$ cat src/rtl/lms_pkg.sv
// -----------------------------------------------------------------------------
// lms_pkg
// Shared definitions for the ANC LMS core datapath:
//   - Q1.15 fractional bit count and sample/weight/product/IO widths
//   - sat16 / sat32 clamping helpers (take a wide signed value)
//   - engine state enum used by lms_fir_engine
// -----------------------------------------------------------------------------
package lms_pkg;

  localparam int FRAC  = 15;   // fractional bits of Q1.15 samples and weights
  localparam int SW    = 16;   // stored sample / weight width
  localparam int PW    = 32;   // product width
  localparam int DW    = 32;   // external data width
  localparam int WIDEW = 48;   // width of the saturation helpers' input

  typedef enum logic [1:0] {
    IDLE = 2'd0,
    MAC  = 2'd1,
    DONE = 2'd2
  } eng_state_e;

  // Clamp a wide signed value into the 16-bit signed range.
  function automatic logic signed [SW-1:0] sat16(input logic signed [WIDEW-1:0] v);
    if (v > 48'sd32767) begin
      return 16'sh7FFF;
    end else if (v < -48'sd32768) begin
      return 16'sh8000;
    end else begin
      return v[SW-1:0];
    end
  endfunction

  // Clamp a wide signed value into the 32-bit signed range.
  function automatic logic signed [DW-1:0] sat32(input logic signed [WIDEW-1:0] v);
    if (v > 48'sd2147483647) begin
      return 32'sh7FFF_FFFF;
    end else if (v < -48'sd2147483648) begin
      return 32'sh8000_0000;
    end else begin
      return v[DW-1:0];
    end
  endfunction

endpackage

$ cat src/rtl/lms_tap_mac.sv
// -----------------------------------------------------------------------------
// lms_tap_mac
// Combinational per-tap datapath of the LMS FIR engine.
// Ports:
//   w_i      in  16 signed  current (old) weight of the selected tap
//   x_i      in  16 signed  delay-line sample of the selected tap
//   mu_e_i   in  16 signed  step-size * error term for this pass
//   prod_o   out 32 signed  w_i * x_i, contribution to the accumulator
//   w_upd_o  out 16 signed  sat16(w_i + ((mu_e_i * x_i) >>> FRAC))
// -----------------------------------------------------------------------------
module lms_tap_mac
  import lms_pkg::*;
(
  input  logic signed [SW-1:0] w_i,
  input  logic signed [SW-1:0] x_i,
  input  logic signed [SW-1:0] mu_e_i,
  output logic signed [PW-1:0] prod_o,
  output logic signed [SW-1:0] w_upd_o
);

  logic signed [PW-1:0]    w_ext;
  logic signed [PW-1:0]    x_ext;
  logic signed [PW-1:0]    mu_ext;
  logic signed [PW-1:0]    upd_prod;
  logic signed [PW-1:0]    upd_sh;
  logic signed [WIDEW-1:0] w_sum;

  // 16x16 signed products always fit in 32 bits, so multiplying the
  // sign-extended operands at 32 bits is exact.
  assign w_ext    = {{(PW-SW){w_i[SW-1]}}, w_i};
  assign x_ext    = {{(PW-SW){x_i[SW-1]}}, x_i};
  assign mu_ext   = {{(PW-SW){mu_e_i[SW-1]}}, mu_e_i};

  assign prod_o   = w_ext * x_ext;
  assign upd_prod = mu_ext * x_ext;
  assign upd_sh   = upd_prod >>> FRAC;

  // Sum formed wide so the clamp sees the true value and the weight never wraps.
  assign w_sum    = {{(WIDEW-SW){w_i[SW-1]}}, w_i} + {{(WIDEW-PW){upd_sh[PW-1]}}, upd_sh};
  assign w_upd_o  = sat16(w_sum);

endmodule

$ cat src/rtl/lms_fir_engine.sv
// -----------------------------------------------------------------------------
// lms_fir_engine
// Adaptive FIR engine of the ANC LMS core. One time-multiplexed pass per
// sample: each MAC cycle accumulates w[k]*x[k] with the old weight and, when
// adaptation is enabled, writes back the LMS-updated weight for that tap.
// Ports:
//   clk           in   1          clock, rising edge
//   rst_n         in   1          asynchronous active-low reset
//   fir_go        in   1          start pulse, honoured only in IDLE
//   sample_in     in  32 signed   new reference sample
//   weight_adjust in  32 signed   Q2.30 (error - desired)*u product
//   adapt_en      in   1          1 = update weights this pass
//   fir_out       out 32 signed   filter output, held between passes
//   fir_done      out  1          one-cycle pulse when fir_out is updated
//   busy          out  1          high while in MAC or DONE
// -----------------------------------------------------------------------------
module lms_fir_engine
  import lms_pkg::*;
#(
  parameter int NTAPS = 16
) (
  input  logic                 clk,
  input  logic                 rst_n,
  input  logic                 fir_go,
  input  logic signed [DW-1:0] sample_in,
  input  logic signed [DW-1:0] weight_adjust,
  input  logic                 adapt_en,
  output logic signed [DW-1:0] fir_out,
  output logic                 fir_done,
  output logic                 busy
);

  localparam int KW    = $clog2(NTAPS);
  // One guard bit beyond the log2 growth keeps the sum from ever wrapping.
  localparam int ACC_W = PW + $clog2(NTAPS) + 1;
  localparam logic [KW-1:0] K_LAST = KW'(NTAPS - 1);

  eng_state_e state_q, state_d;

  logic signed [SW-1:0]    x_q [NTAPS];
  logic signed [SW-1:0]    w_q [NTAPS];
  logic signed [SW-1:0]    mu_e_q;
  logic                    adapt_q;
  logic signed [ACC_W-1:0] acc_q;
  logic [KW-1:0]           k_q;
  logic signed [DW-1:0]    fir_out_q;
  logic                    fir_done_q;

  logic signed [SW-1:0]    x_sel;
  logic signed [SW-1:0]    w_sel;
  logic signed [PW-1:0]    prod;
  logic signed [SW-1:0]    w_upd;
  logic signed [WIDEW-1:0] sample_ext;
  logic signed [DW-1:0]    wa_sh;
  logic signed [WIDEW-1:0] wa_ext;
  logic signed [WIDEW-1:0] acc_ext;
  logic signed [WIDEW-1:0] acc_shift;
  logic                    accept;

  // ---------------------------------------------------------------------------
  // Tap selection and shared MAC / update datapath
  // ---------------------------------------------------------------------------
  assign x_sel = x_q[k_q];
  assign w_sel = w_q[k_q];

  lms_tap_mac u_tap_mac (
    .w_i     (w_sel),
    .x_i     (x_sel),
    .mu_e_i  (mu_e_q),
    .prod_o  (prod),
    .w_upd_o (w_upd)
  );

  assign accept     = (state_q == IDLE) && fir_go;
  assign sample_ext = {{(WIDEW-DW){sample_in[DW-1]}}, sample_in};
  assign wa_sh      = weight_adjust >>> FRAC;
  assign wa_ext     = {{(WIDEW-DW){wa_sh[DW-1]}}, wa_sh};
  assign acc_ext    = {{(WIDEW-ACC_W){acc_q[ACC_W-1]}}, acc_q};
  assign acc_shift  = acc_ext >>> FRAC;

  // ---------------------------------------------------------------------------
  // FSM
  // ---------------------------------------------------------------------------
  always_ff @(posedge clk or negedge rst_n) begin
    if (!rst_n) begin
      state_q <= IDLE;
    end else begin
      state_q <= state_d;
    end
  end

  always_comb begin
    state_d = state_q;
    unique case (state_q)
      IDLE:    if (fir_go) state_d = MAC;
      MAC:     if (k_q == K_LAST) state_d = DONE;
      DONE:    state_d = IDLE;
      default: state_d = IDLE;
    endcase
  end

  // ---------------------------------------------------------------------------
  // Delay line, weights, accumulator and outputs
  // ---------------------------------------------------------------------------
  always_ff @(posedge clk or negedge rst_n) begin
    if (!rst_n) begin
      for (int i = 0; i < NTAPS; i++) begin
        x_q[i] <= '0;
        w_q[i] <= '0;
      end
      mu_e_q     <= '0;
      adapt_q    <= 1'b0;
      acc_q      <= '0;
      k_q        <= '0;
      fir_out_q  <= '0;
      fir_done_q <= 1'b0;
    end else begin
      fir_done_q <= 1'b0;
      if (accept) begin
        // Inputs are captured only here; later changes cannot affect the pass.
        x_q[0] <= sat16(sample_ext);
        for (int i = 1; i < NTAPS; i++) begin
          x_q[i] <= x_q[i-1];
        end
        mu_e_q  <= sat16(wa_ext);
        adapt_q <= adapt_en;
        acc_q   <= '0;
        k_q     <= '0;
      end
      if (state_q == MAC) begin
        acc_q <= acc_q + {{(ACC_W-PW){prod[PW-1]}}, prod};
        // Read-before-write: the MAC above used the old weight of this tap.
        if (adapt_q) begin
          w_q[k_q] <= w_upd;
        end
        k_q <= k_q + KW'(1);
      end
      if (state_q == DONE) begin
        fir_out_q  <= sat32(acc_shift);
        fir_done_q <= 1'b1;
      end
    end
  end

  assign fir_out  = fir_out_q;
  assign fir_done = fir_done_q;
  assign busy     = (state_q != IDLE);

endmodule

$ cat config.mk
export PLATFORM = sky130hd
export DESIGN_NAME = lms_fir_engine
export DESIGN_NICKNAME = d
export VERILOG_FILES = /design/src/rtl/lms_pkg.sv /design/src/rtl/lms_tap_mac.sv /design/src/rtl/lms_fir_engine.sv
export SDC_FILE = /design/constraint.sdc
export NUM_CORES = 2
export LEC_CHECK = 0
export CAP_MARGIN = 40
export CORE_MARGIN = 1.5
export CORE_UTILIZATION = 29
export CTS_CLUSTER_DIAMETER = 60
export CTS_CLUSTER_SIZE = 40
export DETAILED_ROUTE_END_ITERATION = 12
export PLACE_DENSITY = 0.42
export SKIP_CTS_REPAIR_TIMING = 1
export SLEW_MARGIN = 20
export SYNTH_ARGS = -nofsm -noshare
export SYNTH_HDL_FRONTEND = slang
export SYNTH_SLANG_ARGS = --single-unit
$ cat constraint.sdc
create_clock -name clk -period 15.6 [get_ports clk]
set_input_delay 3.12 -clock clk [delete_from_list [all_inputs] [get_ports clk]]
set_output_delay 3.12 -clock clk [all_outputs]
set_load 0.05 [all_outputs]
==> results.yml <==
run_status:
  status: "completed"
synth:
  synthXorXnorAreaFrac_pct: 1.942
  synthArstFlopShare_pct: 100.0
  synthCells: 5020
  ys_ff_latch: 596
  synth-main-ff-cell: "dfrtp_1"
  ys_warn_count: 0
  ys_seq_area_share_pct: 31.20
  synth_top_area_share_pct: 31.20
  synthDistinctLibCells: 69
  syn_avg_cell_area_um2: 9.523
  synth_fp_nets: 5831
  syn_area_um2: 47800
  yosysTopAreaCell: "dfrtp_1"
  synthAdderAreaFrac_pct: 27.69
  yosys.area_share.simple_pct: 16.94
  synth_top_cells_by_area: "dfrtp_1, fa_1, nand2_1"
  synth_edf_count: 0
  synthMuxAreaShare_pct: 7.684
  synth_top_family_by_area: "adder cells"
  synth_compound_area_share_pct: 7.370
finish:
  drive_gt1_share_pct: 8.574
  area_growth_pct: 12.50
  fin_cells: 7227
  n_fill_cell: 16770
  final_design_area_no_fill_um2: 53780
  nNetsFinal: 5807
sta:
  final_hold_viol_count: 0
  min_period_over_period_pct: 77.47
  slew_headroom_pct: 41.33
  tightestPinTransition_ns: 0.8801
  rsz0062_at_grt: "false"
  slew_viol_final: 0
  fin_ws_ns: 3.514
  setup_viol: 0
  max_freq_ghz: 0.08274
  setup-tns-final_ns: 0
  finClkSkew_ns: 0.04778
  fin_crit_ns: 12.09
clock_tree:
  cts_root_buffer: "clkbuf_16"
  htree_levels: 3
  clk_latency_ns: 0.67
  clockBufferDepth: 3
  tritoncts: "done"
  clock_sinks: 596
  clkTransAtPathRegs_ns: 0.07
  cts_buffers: 69
global_routing:
  grt_max_degree: 161
  grt_pass1_wl_um: 211100
  grt.total_usage_pct: 16.13
  grt_pass1_vias: 35370
  antenna_found_initial: 6
  grt_overflow_total: 0
route:
  drt_first_pass_iters: 5
  routedWlPerCell_um: 18.22
  drt_iter0_drc: 1919
  drc: 0
  vias: 33460
  wirelength_um: 131700
  via_per_inst: 4.629
  ant_nets: 0
place:
  pre_cts_ws_ns: 3.073
  place_congestion: 0.7694
  dpl-instance-area_um2: 51270
  io_buffers: 86
  hpwl_um: 92820
  dp_cells: 7093
floorplan:
  core_um2: 163100
  rows: 148
  io_pins: 102
  die_area_um2: 167300
  chipHeight_um: 409.0
  start_util_pct: 29.30
  die_w_um: 409.0
worst_setup_path:
  max_stage_delay_ns: 0.72
  required_ns: 16.10
  crit_slowest_cell: "mux4_2"
  start_kind: "flip-flop"
  critical_path.max_fanout: 33
  cpMostUsedCell: "fa_1"
  path_class: "flip-flop to flip-flop"
  arrival_ns: 12.58
  end_kind: "flip-flop"
job:
  maxCapViolCount: 0
min_path:
  worstHoldPathType: "flip-flop to flip-flop"
cell usage after synthesis, types with 6 or more instances:
| cell type | n |
|---|---|
| mux4_2 | 153 |
| clkbuf_1 | 224 |
| o21ai_0 | 237 |
| xor2_1 | 34 |
| mux2_2 | 6 |
| o21a_1 | 19 |
| nor4_1 | 9 |
| and2_1 | 201 |
| or3_1 | 8 |
| nand2b_1 | 36 |
| fa_1 | 525 |
| a21oi_2 | 11 |
| a31o_2 | 8 |
| buf_2 | 30 |
| a21o_1 | 35 |
| nand3_1 | 58 |
| and3_1 | 13 |
| mux2i_1 | 16 |
| nor3_1 | 21 |
| nand2_1 | 1273 |
| inv_1 | 610 |
| ha_1 | 218 |
| buf_4 | 10 |
| dfrtp_1 | 596 |
| nor2b_1 | 28 |
| nand4_1 | 13 |
| a21oi_1 | 189 |
| nor2_1 | 236 |
| xnor2_1 | 72 |
| or2_2 | 6 |
| a211oi_1 | 9 |
| o21bai_1 | 12 |
| a31oi_1 | 7 |
| buf_1 | 14 |
| o21ai_1 | 14 |
cells in the final DEF (no fill, tap or decap), types with 15 or more instances in the layout:
cell | synthesis | layout
nand2_1 | 1273 | 1272
inv_1 | 610 | 610
dfrtp_1 | 596 | 592
fa_1 | 525 | 525
o21ai_0 | 237 | 234
nor2_1 | 236 | 227
ha_1 | 218 | 218
and2_1 | 201 | 201
a21oi_1 | 189 | 189
mux4_2 | 153 | 153
clkdlybuf4s50_1 | 0 | 85
xnor2_1 | 72 | 72
clkbuf_16 | 0 | 69
buf_4 | 10 | 68
nand3_1 | 58 | 58
nand2b_1 | 36 | 35
a21o_1 | 35 | 35
xor2_1 | 34 | 34
nor2b_1 | 28 | 28
nor3_1 | 21 | 21
o21a_1 | 19 | 19
mux2i_1 | 16 | 16
o21ai_1 | 14 | 15
state kept, by name (all words and copies together) (netlist names):
register,count
fir_out,23
acc_q,37
state_q,2
fir_done,1
mu_e_q,16
w_q,256
x_q,256
adapt_q,1
k_q,4
worst max-delay path: cells and delay by family, from the launching register on:
family	cells	cell delay (ns)
compound gates	12	3.99
xor+xnor	1	0.19
mux	2	1.31
buf+inv	6	1.29
flops	1	0.44
simple gates	6	1.06
fa+ha+maj	8	3.58
cells by family after synthesis:
kind of cell	Yosys count
and+or+nand+nor	1911
buffers and inverters	890
adders and majority gates	743
AOI/OAI and AO/OA	599
DFF	596
muxes	175
xor gates and xnor gates	106
path summary, 6_finish.rpt:
| kind | cells past startpoint | from | slack [ns] | endpoint |
|---|---|---|---|---|
| max | 35 | k_q[0] | 3.51 | w_q[3] |
| max reg2reg | 35 | k_q[0] | 3.51 | w_q[3] |
| min | 2 | x_q[30] | 0.47 | x_q[14] |
| min in group asynchronous | 1 | rst_n | 2.51 | w_q[153] |
| min reg2reg | 2 | x_q[30] | 0.47 | x_q[14] |
| max in group asynchronous | 5 | rst_n | 10.39 | k_q[0] |
per-layer routing:
layer / vias to the layer above / GRT usage [%] / routed length [um]
met4: 0 / 3.339 / 2457
li1: 15870 / - / -
met2: 353 / 27.29 / 64650
met1: 17110 / 21.99 / 60730
met5: - / 0 / 0
met3: 124 / 2.097 / 3861
area by class of cell:
class	count	area, um2	share of cell area [%]
diodes	2	5.005	0.009306
well taps	2175	2721	5.060
clock inverters	48	601.8	1.119
repair buffers	185	1914	3.559
clock buffers	77	1807	3.359
flip-flops and latches	596	14930	27.75
inverters	610	2290	4.257
multi-input cells	3534	29520	54.88
stage by stage:
stage	hold slack (ns)	util [%]
floorplan	0.4406	-
global placement	0.4531	31.17
detailed placement	0.4572	31.42
CTS	0.4554	32.90
global route	0.4896	32.96
finish	0.4666	32.97
Power is left out: the tool's default activity adds up to more than one toggle a clock period on the data nets, which glitch-free logic cannot reach.
